--- src/rtl/bgm_pkg.sv ---
// Shared constants for the mask morphology stage: operation codes, majority threshold, FSM states.
package bgm_pkg;
  localparam logic [1:0] MODE_PASS     = 2'd0;
  localparam logic [1:0] MODE_ERODE    = 2'd1;
  localparam logic [1:0] MODE_DILATE   = 2'd2;
  localparam logic [1:0] MODE_MAJORITY = 2'd3;
  localparam int         MAJORITY_TH   = 5;

  typedef enum logic {WAIT_SOF = 1'b0, RUN = 1'b1} state_t;

  function automatic logic [3:0] popcount9(input logic [8:0] v);
    logic [3:0] n;
    n = '0;
    for (int i = 0; i < 9; i++) n = n + {3'b000, v[i]};
    return n;
  endfunction
endpackage

--- src/rtl/mask_line_buffer.sv ---
// One-bit line memory, one read port and one write port, registered read, read-before-write.
module mask_line_buffer #(
  parameter int DEPTH = 1280,
  parameter int AW    = $clog2(DEPTH)
) (
  input  logic          clk,
  input  logic          aresetn,
  input  logic          ce,
  input  logic          we,
  input  logic [AW-1:0] raddr,
  input  logic [AW-1:0] waddr,
  input  logic          wd,
  output logic          q
);
  logic mem [DEPTH];

  always_ff @(posedge clk)
    if (ce && we) mem[waddr] <= wd;

  always_ff @(posedge clk)
    if (!aresetn) q <= 1'b0;
    else if (ce)  q <= mem[raddr];
endmodule

--- src/rtl/mask_morph_3x3.sv ---
// Streaming 3x3 binary erode/dilate/majority on a 1-bit mask carried in the MSB of each pixel.
module mask_morph_3x3 import bgm_pkg::*; #(
  parameter int TDATA_WIDTH = 24,
  parameter int MAX_WIDTH   = 1280
) (
  input  logic                   clk,
  input  logic                   aresetn,
  input  logic [TDATA_WIDTH-1:0] s_tdata,
  input  logic                   s_tvalid,
  output logic                   s_tready,
  input  logic                   s_tuser,
  input  logic                   s_tlast,
  output logic [TDATA_WIDTH-1:0] m_tdata,
  output logic                   m_tvalid,
  input  logic                   m_tready,
  output logic                   m_tuser,
  output logic                   m_tlast,
  input  logic [1:0]             mode,
  output logic                   line_err
);
  localparam int CW = $clog2(MAX_WIDTH);

  state_t          state, state_nx;
  logic            ce, acc, sof, take, pix, err_set, res;
  logic [CW-1:0]   col, pc, col_d;
  logic [CW:0]     width, pc_inc;
  logic [1:0]      row, pr, mode_q, s1_mode;
  logic            q1, q2, q1_hold, byp_q, top_right;
  logic [1:0]      t_w, m_w;
  logic [2:0]      b_w;
  logic            rv_top, rv_mid, cv_l, cv_m, s1_user, s1_last;
  logic [2:1]      vld_pipe;
  logic [8:0]      win, vmask;
  logic            unused_lsbs;

  assign unused_lsbs = ^s_tdata[TDATA_WIDTH-2:0];
  assign pix      = s_tdata[TDATA_WIDTH-1];
  assign m_tvalid = vld_pipe[2];
  assign ce       = !(vld_pipe[2] && !m_tready);
  assign s_tready = ce;
  assign acc      = s_tvalid && ce;
  assign sof      = acc && s_tuser;

  always_ff @(posedge clk)
    if (!aresetn) state <= WAIT_SOF;
    else          state <= state_nx;

  always_comb begin
    state_nx = state;
    if (state == WAIT_SOF && sof) state_nx = RUN;
  end

  always_comb take = acc && (state == RUN || s_tuser);

  // An SOF beat is pixel (0,0) regardless of where the counters were.
  assign pc     = sof ? '0 : col;
  assign pr     = sof ? 2'd0 : row;
  assign pc_inc = {1'b0, pc} + {{CW{1'b0}}, 1'b1};
  assign err_set = (pr != 2'd0 && (s_tlast ? (pc_inc != width) : (pc_inc == width))) ||
                   (!s_tlast && pc == CW'(MAX_WIDTH-1));

  always_ff @(posedge clk) begin
    if (!aresetn) begin
      col <= '0; row <= '0; width <= '0; mode_q <= MODE_PASS; line_err <= 1'b0; col_d <= '0;
    end else if (take) begin
      col_d <= pc;
      if (sof) mode_q <= mode;
      if (s_tlast || pc == CW'(MAX_WIDTH-1)) begin
        col <= '0;
        row <= (pr == 2'd2) ? 2'd2 : pr + 2'd1;
      end else begin
        col <= pc + CW'(1);
        row <= pr;
      end
      if (pr == 2'd0 && s_tlast) width <= pc_inc;
      line_err <= err_set || (line_err && !sof);
    end
  end

  // Line 2 is fed from line 1's registered read, so its write trails by one beat at col_d.
  mask_line_buffer #(.DEPTH(MAX_WIDTH), .AW(CW)) u_line1 (
    .clk(clk), .aresetn(aresetn), .ce(take), .we(1'b1),
    .raddr(pc), .waddr(pc), .wd(pix), .q(q1));
  mask_line_buffer #(.DEPTH(MAX_WIDTH), .AW(CW)) u_line2 (
    .clk(clk), .aresetn(aresetn), .ce(take), .we(1'b1),
    .raddr(pc), .waddr(col_d), .wd(q1), .q(q2));

  // On 1-pixel lines the trailing write hits the address being read; forward it.
  assign top_right = byp_q ? q1_hold : q2;

  always_ff @(posedge clk) begin
    if (!aresetn) begin
      vld_pipe[1] <= 1'b0;
      t_w <= '0; m_w <= '0; b_w <= '0; q1_hold <= 1'b0; byp_q <= 1'b0;
      rv_top <= 1'b0; rv_mid <= 1'b0; cv_l <= 1'b0; cv_m <= 1'b0;
      s1_user <= 1'b0; s1_last <= 1'b0; s1_mode <= MODE_PASS;
    end else if (ce) begin
      vld_pipe[1] <= take;
      if (take) begin
        t_w     <= {t_w[0], top_right};
        m_w     <= {m_w[0], q1};
        b_w     <= {b_w[1:0], pix};
        q1_hold <= q1;
        byp_q   <= (col_d == pc);
        rv_top  <= (pr == 2'd2);
        rv_mid  <= (pr != 2'd0);
        cv_l    <= (pc > CW'(1));
        cv_m    <= (pc != '0);
        s1_user <= s_tuser;
        s1_last <= s_tlast;
        s1_mode <= sof ? mode : mode_q;
      end
    end
  end

  assign win   = {t_w[1], t_w[0], top_right, m_w[1], m_w[0], q1, b_w[2], b_w[1], b_w[0]};
  assign vmask = {rv_top & cv_l, rv_top & cv_m, rv_top,
                  rv_mid & cv_l, rv_mid & cv_m, rv_mid, cv_l, cv_m, 1'b1};

  always_comb begin
    res = b_w[0];
    case (s1_mode)
      MODE_ERODE:    res = &(win | ~vmask);
      MODE_DILATE:   res = |(win & vmask);
      MODE_MAJORITY: res = popcount9(win & vmask) >= 4'(MAJORITY_TH);
      default:       res = b_w[0];
    endcase
  end

  always_ff @(posedge clk) begin
    if (!aresetn) begin
      vld_pipe[2] <= 1'b0; m_tdata <= '0; m_tuser <= 1'b0; m_tlast <= 1'b0;
    end else if (ce) begin
      vld_pipe[2] <= vld_pipe[1];
      m_tdata     <= {TDATA_WIDTH{res & vld_pipe[1]}};
      m_tuser     <= s1_user & vld_pipe[1];
      m_tlast     <= s1_last & vld_pipe[1];
    end
  end
endmodule

--- config.mk ---
export PLATFORM = sky130hd
export DESIGN_NAME = mask_morph_3x3
export DESIGN_NICKNAME = d
export VERILOG_FILES = /design/src/rtl/bgm_pkg.sv /design/src/rtl/mask_line_buffer.sv /design/src/rtl/mask_morph_3x3.sv
export SDC_FILE = /design/constraint.sdc
export NUM_CORES = 2
export LEC_CHECK = 0
export CORE_AREA = 10 10 516 392
export CTS_CLUSTER_SIZE = 28
export DETAILED_ROUTE_END_ITERATION = 10
export DIE_AREA = 0 0 526 402
export PLACE_DENSITY_LB_ADDON = 0.2
export SLEW_MARGIN = 20
export SYNTH_ARGS = -nofsm -noshare
export SYNTH_HDL_FRONTEND = slang
export SYNTH_HIERARCHICAL = 1
export SYNTH_SLANG_ARGS = --single-unit
--- constraint.sdc ---
create_clock -name clk -period 32.3 [get_ports clk]
set_clock_uncertainty 0.15 [all_clocks]
set_input_delay 6.46 -clock clk [delete_from_list [all_inputs] [get_ports clk]]
set_output_delay 6.46 -clock clk [all_outputs]
set_load 0.005 [all_outputs]
## Yosys cells after proc, flatten, opt, wreduce, memory -nomap -nowiden

Memories as Yosys holds them, arrays and structs flattened. A register that Yosys moved wholly into a read port is not among the register bits.
Cells that the tools add are included.

- Flip-flop bits (word level): 62
- Memory bits (writable): 2560
- Input port bits: 32
- Memories kept: 2

Memory list:

| name | depth | width | read ports | clocked after Yosys merged registers in | write ports | RTL line | RTL |
|---|---|---|---|---|---|---|---|
| u_line1.mem | 1280 | 1 | 1 | 1 | 1 | mask_line_buffer.sv:15 | `logic mem [DEPTH];` |
| u_line2.mem | 1280 | 1 | 1 | 1 | 1 | mask_line_buffer.sv:15 |  |

- $add $sub $neg: 11
- Order comparisons: 2
- Equal/unequal tests: 8
- Multiplexer cells: 11
- Bitwise logic cells: 12
- Reductions and logical operators: 26

Operator list:

| cell | number |
|---|---|
| 11-bit two-way mux | 2 |
| 4-bit by 1-bit adder with 4-bit output | 5 |
| 11-bit by 1-bit adder with 12-bit output, second input constant | 1 |
| 12-bit equality test | 1 |
| 12-bit != test | 1 |
| 11-bit by 1-bit adder with 11-bit output, second input constant | 1 |
| 11-bit equality test | 1 |
| 11-bit equality test, second input constant | 1 |
| 11-bit by 1-bit > comparator with 1-bit output, second input constant | 1 |
| 11-bit nonzero test | 1 |
| 9-bit AND | 1 |
| 1-bit logical AND | 9 |
| 9-bit inverter | 1 |
| 9-bit bitwise OR | 1 |
| 9-bit AND reduction | 1 |
| 9-bit OR reduction | 1 |
| 2-bit two-way mux | 4 |
| 1-bit AND | 7 |
| 2-bit equality test, second input constant | 3 |
| 1-bit logical NOT | 6 |
| 3-bit by 1-bit adder with 4-bit output | 1 |
| 4-bit by 3-bit greater-or-equal comparator with 1-bit output, second input constant | 1 |
| 1-bit logical OR | 4 |
| 1-bit two-way mux | 4 |
| other kinds (9) | 11 |

## Logic depth before layout (Yosys ltp)

- Word-level depth: 13
- Depth in mapped cells: 19
- Depth with buffers taken out: 15

## Cells and area by module

The synthesis kept the hierarchy.

Modules (own cells, without submodules):

| module | instances | cells each | area each (um^2) | seq. area each (um^2) |
|---|---|---|---|---|
| mask_line_buffer | 2 | 3848 | 55494.5 | 38456.9 |
| mask_morph_3x3 | 1 | 462 | 3681.0 | 1221.2 |

## Least setup slack after synthesis

Ideal clock, no wire load.

- Path kind: reg-to-reg
- Start point: register u_line1.q (read register of u_line1.mem)
- End point: register, netlist name m_tdata[0]
- Setup time: 0.123 ns
- Arrival time: 21.738 ns
- Slack: 10.289 ns
- Cell stages (with the launch flop): 16
- Path buffers: 0
- Clock period less this slack: 22.011 ns
- Cell sequence: dfxtp_1 > nand2_1 > fa_1 > inv_1 > fa_1 > inv_1 > fa_1 > fa_1 > fa_1 > nand2_1 > a221o_1 > a221o_1 > o41ai_1 > a21oi_1 > nand3_1 > a21boi_0

- Word-level cells in the longest chain between the ends: 10
- Elaborated cells on any way between the ends: 13
- Those cells by class: add/sub (6); order compare (1); mux (1); bitwise (3); reduce/logical (2)

RTL lines:

| element | RTL line | RTL |
|---|---|---|
| start, declared | mask_line_buffer.sv:13 | `output logic q` |
| 9-bit AND | mask_morph_3x3.sv:124, mask_morph_3x3.sv:125 |  |
| 3-bit by 1-bit adder with 4-bit output | bgm_pkg.sv:14 | `for (int i = 0; i < 9; i++) n = n + {3'b000, v[i]};` |
| 4-bit by 1-bit adder with 4-bit output (5 in series) | bgm_pkg.sv:14 |  |
| 4-bit by 3-bit greater-or-equal comparator with 1-bit output | mask_morph_3x3.sv:125 | `MODE_MAJORITY: res = popcount9(win & vmask) >= 4'(MAJORITY_TH);` |
| 1-bit case mux with 3 select lines * | mask_morph_3x3.sv:122 | `case (s1_mode)` |
| 1-bit AND * | mask_morph_3x3.sv:135 | `m_tdata <= {TDATA_WIDTH{res & vld_pipe[1]}};` |

Mark *: on every way between the ends. The rest lies on a longest branch, timed or not.
A chain may end at the register's enable or synchronous reset.

## Worst setup path in the final report

- Start point: input m_tready
- End point: output s_tready

- Word-level cells in the longest chain between the ends: 3

RTL lines:

| element | RTL line | RTL |
|---|---|---|
| start, declared | mask_morph_3x3.sv:15 | `input logic m_tready,` |
| 1-bit logical NOT | mask_morph_3x3.sv:39 | `assign ce = !(vld_pipe[2] && !m_tready);` |
| 1-bit logical AND | mask_morph_3x3.sv:39 |  |
| 1-bit logical NOT | mask_morph_3x3.sv:39 |  |
| end, declared | mask_morph_3x3.sv:10 | `output logic s_tready,` |

Every way passes these cells.

==> summary.txt <==
Place
  • DP HPWL: ~160 mm
  • Port bufs: 37
  • Pre-CTS setup slack: 17.78 ns
  • Placed insts: about 10000
  • RePlAce Congestion: ~0.83

Floorplan
  • Core area: a little under 200000 sq um
  • Row cnt: between 100 and 150
  • Initial Util: 0.596
  • Die footprint: 211000 sq um
  • Die height: between 400 and 500 um
  • Die width: about 530 um
  • Io pins: ~60

Yosys
  • Ys flop type: edfxtp_1
  • Mapped Area: around 110000 sq um
  • Synth Warn #: 6
  • Syn Area/Cell: 14.1 sq um
  • Post-synth EDFFs: 2560
  • Register bit total from synthesis: approximately 2600
  • Syn Inst Count: around 8200
  • Seq/Total Area, Yosys: 0.681
  • Count of cell types in the netlist: 80
  • Post-synth ARST share: 0

Detailed routing
  • Avg WL per Cell: approximately 30 um
  • Drt total wl: ~300 mm
  • DR vias: 71000
  • Post-route ant nets: 0
  • Pre-antenna DRT Iters: 8
  • DRC violations left: 0
  • Routed vias/inst: 6.72
  • 1st-iter DRT viols: between 10000 and 15000

Timing
  • Final Worst Setup Slack: 17.78 ns
  • Final Hold Viols: 0
  • Slew Limit Headroom: 0.163
  • Pins Over Slew Limit: 0
  • Fin crit share: 0.450
  • Final Setup Violations: 0
  • Slew @ Worst Pin: between 1 and 1.5 ns
  • Fmax: approximately 69 MHz
  • Setup TNS: 0 ns
  • Hold slack: 0.315 ns
  • Unrepaired setup endpoints after global routing: false
  • Min Clock Period, post-route: 14.52 ns

Clock network
  • Buffer depth of the longest clock path: 3
  • Worst-path clk slew: approximately 0.060 ns
  • CTS Sinks: 2623
  • H-tree levels: 4
  • Hold buffer count at cts: 0
  • CTS buffer count: 238
  • Root buffer cell: clkbuf_16
  • Post-cts resize count: 0
  • Worst-Skew Late Latency: roughly 0.85 ns
  • Post-CTS setup buffer count: 0
  • TritonCTS clock tree: yes

Setup path
  • CP Max Fanout: 12
  • Endpoint type of the worst setup path: primary output
  • Startpoint Class: input port
  • Most frequent CP cell: clkdlybuf4s50_1
  • CP Cell Sequence: clkdlybuf4s50_1, nor2b_1, buf_4, inv_2, clkdlybuf4s50_1
  • Req. time, crit path: 25.69 ns
  • CP peak stage delay: between 0.5 and 0.6 ns
  • R2R cell count: 16
  • Crit Path Category: in -> out
  • Crit-path slowest cell: clkdlybuf4s50_1
  • CP arrival: roughly 8 ns

Cells and area
  • Fillers: 13800
  • Fin cells: between 10000 and 15000
  • Layout cells sized above 1: 0.151
  • Final layout net count: between 7000 and 8000
  • Synth-to-layout area growth: 8.03%

GRT
  • Met2 Use GR: 0.406
  • Initial antenna violation count: 6
  • First-pass GRT wire length: roughly 450 mm
  • Largest net degree at the start of global routing: 313
  • Vias in the first global route: 67400
  • Routing usage on met1: 0.433
  • GR Util All Layers: 0.284
  • GR peak layer: met1
  • Congestion Overflow GR: 0
  • GRT met3 Usage: 0.0822

Hold path
  • Hold path cells: 2
  • Hold Crit Class: reg -> reg

Power and ir drop
  • Peak supply drop: around 0.055 mV
  • Leakage power: approximately 35 nW
  • Pwr/cell area: 53.9 nW/um^2
  • Total power: 0.00668 W

Flow run
  • Max Cap Viol: 0

Run status
  • Outcome: finished, final reports clean
## cell usage in the layout (no fill, tap or decap), types with 46 or more instances in the layout
master,Yosys,final
nor2_1,2642,2640
edfxtp_1,2560,2560
mux4_2,562,562
clkbuf_16,0,241
nand2_1,318,236
mux2i_1,189,189
buf_4,63,149
a21oi_1,122,120
a22oi_1,105,105
nand2_2,0,81
o221ai_1,75,75
clkbuf_1,502,72
dfxtp_1,63,62
o22ai_1,62,62
nor3_1,65,61
nor2b_1,48,48
nand3_1,64,48
o21ai_0,46,46
## through the flow
step | cell area [sq um] | util
2_1_floorplan | 115000 | -
3_3_place_gp | 116000 | 0.604
3_5_place_dp | 116000 | 0.604
4_1_cts | 124000 | 0.642
5_1_grt | 124000 | 0.643
6_report | 124000 | 0.643
## report_power, final
part | total [W] | switching, W | internal (W) | leakage [nW]
registers | 0.00375 | 0.00000428 | 0.00375 | 23.4
logic | 0.000173 | 0.000114 | 0.0000593 | 8.06
clock network | 0.00275 | 0.00123 | 0.00152 | 3.65
total | 0.00668 | 0.00135 | 0.00533 | 35.1
## layer usage
metal | vias to the layer above | routed length (um)
li1 | 29200 | -
met1 | 36400 | 120000
met2 | 4738 | 133000
met3 | 632 | 47600
met4 | 4 | 8690
met5 | - | 29
## synth_stat cells, types with 6 or more instances
cell	count	area, sq um
buf_1	94	353
o22ai_1	62	388
mux4_1	6	158
mux2i_1	189	1890
mux4_2	562	12700
o21ai_0	46	230
ha_1	9	113
and3b_1	10	87.6
a31oi_1	11	68.8
nand2b_1	11	68.8
a221oi_1	6	52.6
dfxtp_1	63	1260
o211ai_1	17	128
a22o_1	14	123
a311oi_1	8	70.1
a21oi_1	122	611
mux2_2	24	270
buf_4	63	473
nor2b_1	48	300
xor2_1	8	70.1
buf_6	38	428
a21boi_0	28	210
and3_1	17	106
o31ai_1	8	60.1
nand2_1	318	1190
nor4_1	19	119
a22oi_1	105	788
nor3_1	65	325
and2_1	34	213
nand3_1	64	320
o221ai_1	75	657
or3_1	11	68.8
edfxtp_1	2560	76900
nor3b_1	22	165
a211oi_1	25	188
nor2_1	2642	9920
buf_8	6	90.1
inv_1	37	139
buf_2	79	395
xnor2_1	16	140
nand4_1	19	119
clkbuf_1	502	1880
## cell type report
class	instances	area [sq um]	area share
Tap cell	2556	3200	0.0258
Antenna cell	3	7.51	0.0000606
Timing Repair Buffer	198	1720	0.0139
Inverter	40	178	0.00143
Sequential cell	2623	78100	0.631
Multi-Input combinational cell	4715	33200	0.268
Clock buffer	327	6490	0.0524
Clock inverter	105	972	0.00785
## flip-flops by register name, indices dropped and copies added (netlist names), 3 cells and up
signal,flops
b_w,3
col_d,11
width,12
u_line1/mem,1280
col,11
u_line2/mem,1280
## final timing paths
kind / to / slack, ns / from
max: s_tready / 17.78 / m_tready
min: m_tlast / 0.31 / m_tlast
max reg2reg: u_line2/q / 24.99 / m_tvalid
min reg2reg: m_tlast / 0.31 / m_tlast
## kinds of logic (layout without fill, tap and decap cells)
| logic type | Yosys count | in the layout | synth area share |
|---|---|---|---|
| XOR/XNOR | 26 | 26 | 0.00223 |
| multiplexers | 781 | 781 | 0.131 |
| adder cells (fa/ha/maj) | 14 | 14 | 0.00185 |
| flip-flops | 2623 | 2623 | 0.681 |
| buffers and inverters | 823 | 670 | 0.0330 |
| AO/OA/AOI/OAI | 577 | 577 | 0.0350 |
| other | 1 | 7 | 0.0000327 |
| AND/OR/NAND/NOR | 3313 | 3313 | 0.116 |
## worst max-delay path: cells and delay by family
family | cells | cell delay (ns)
buf+inv | 4 | 1.40
simple gates | 1 | 0.04
(Power assumes the default switching activity.)
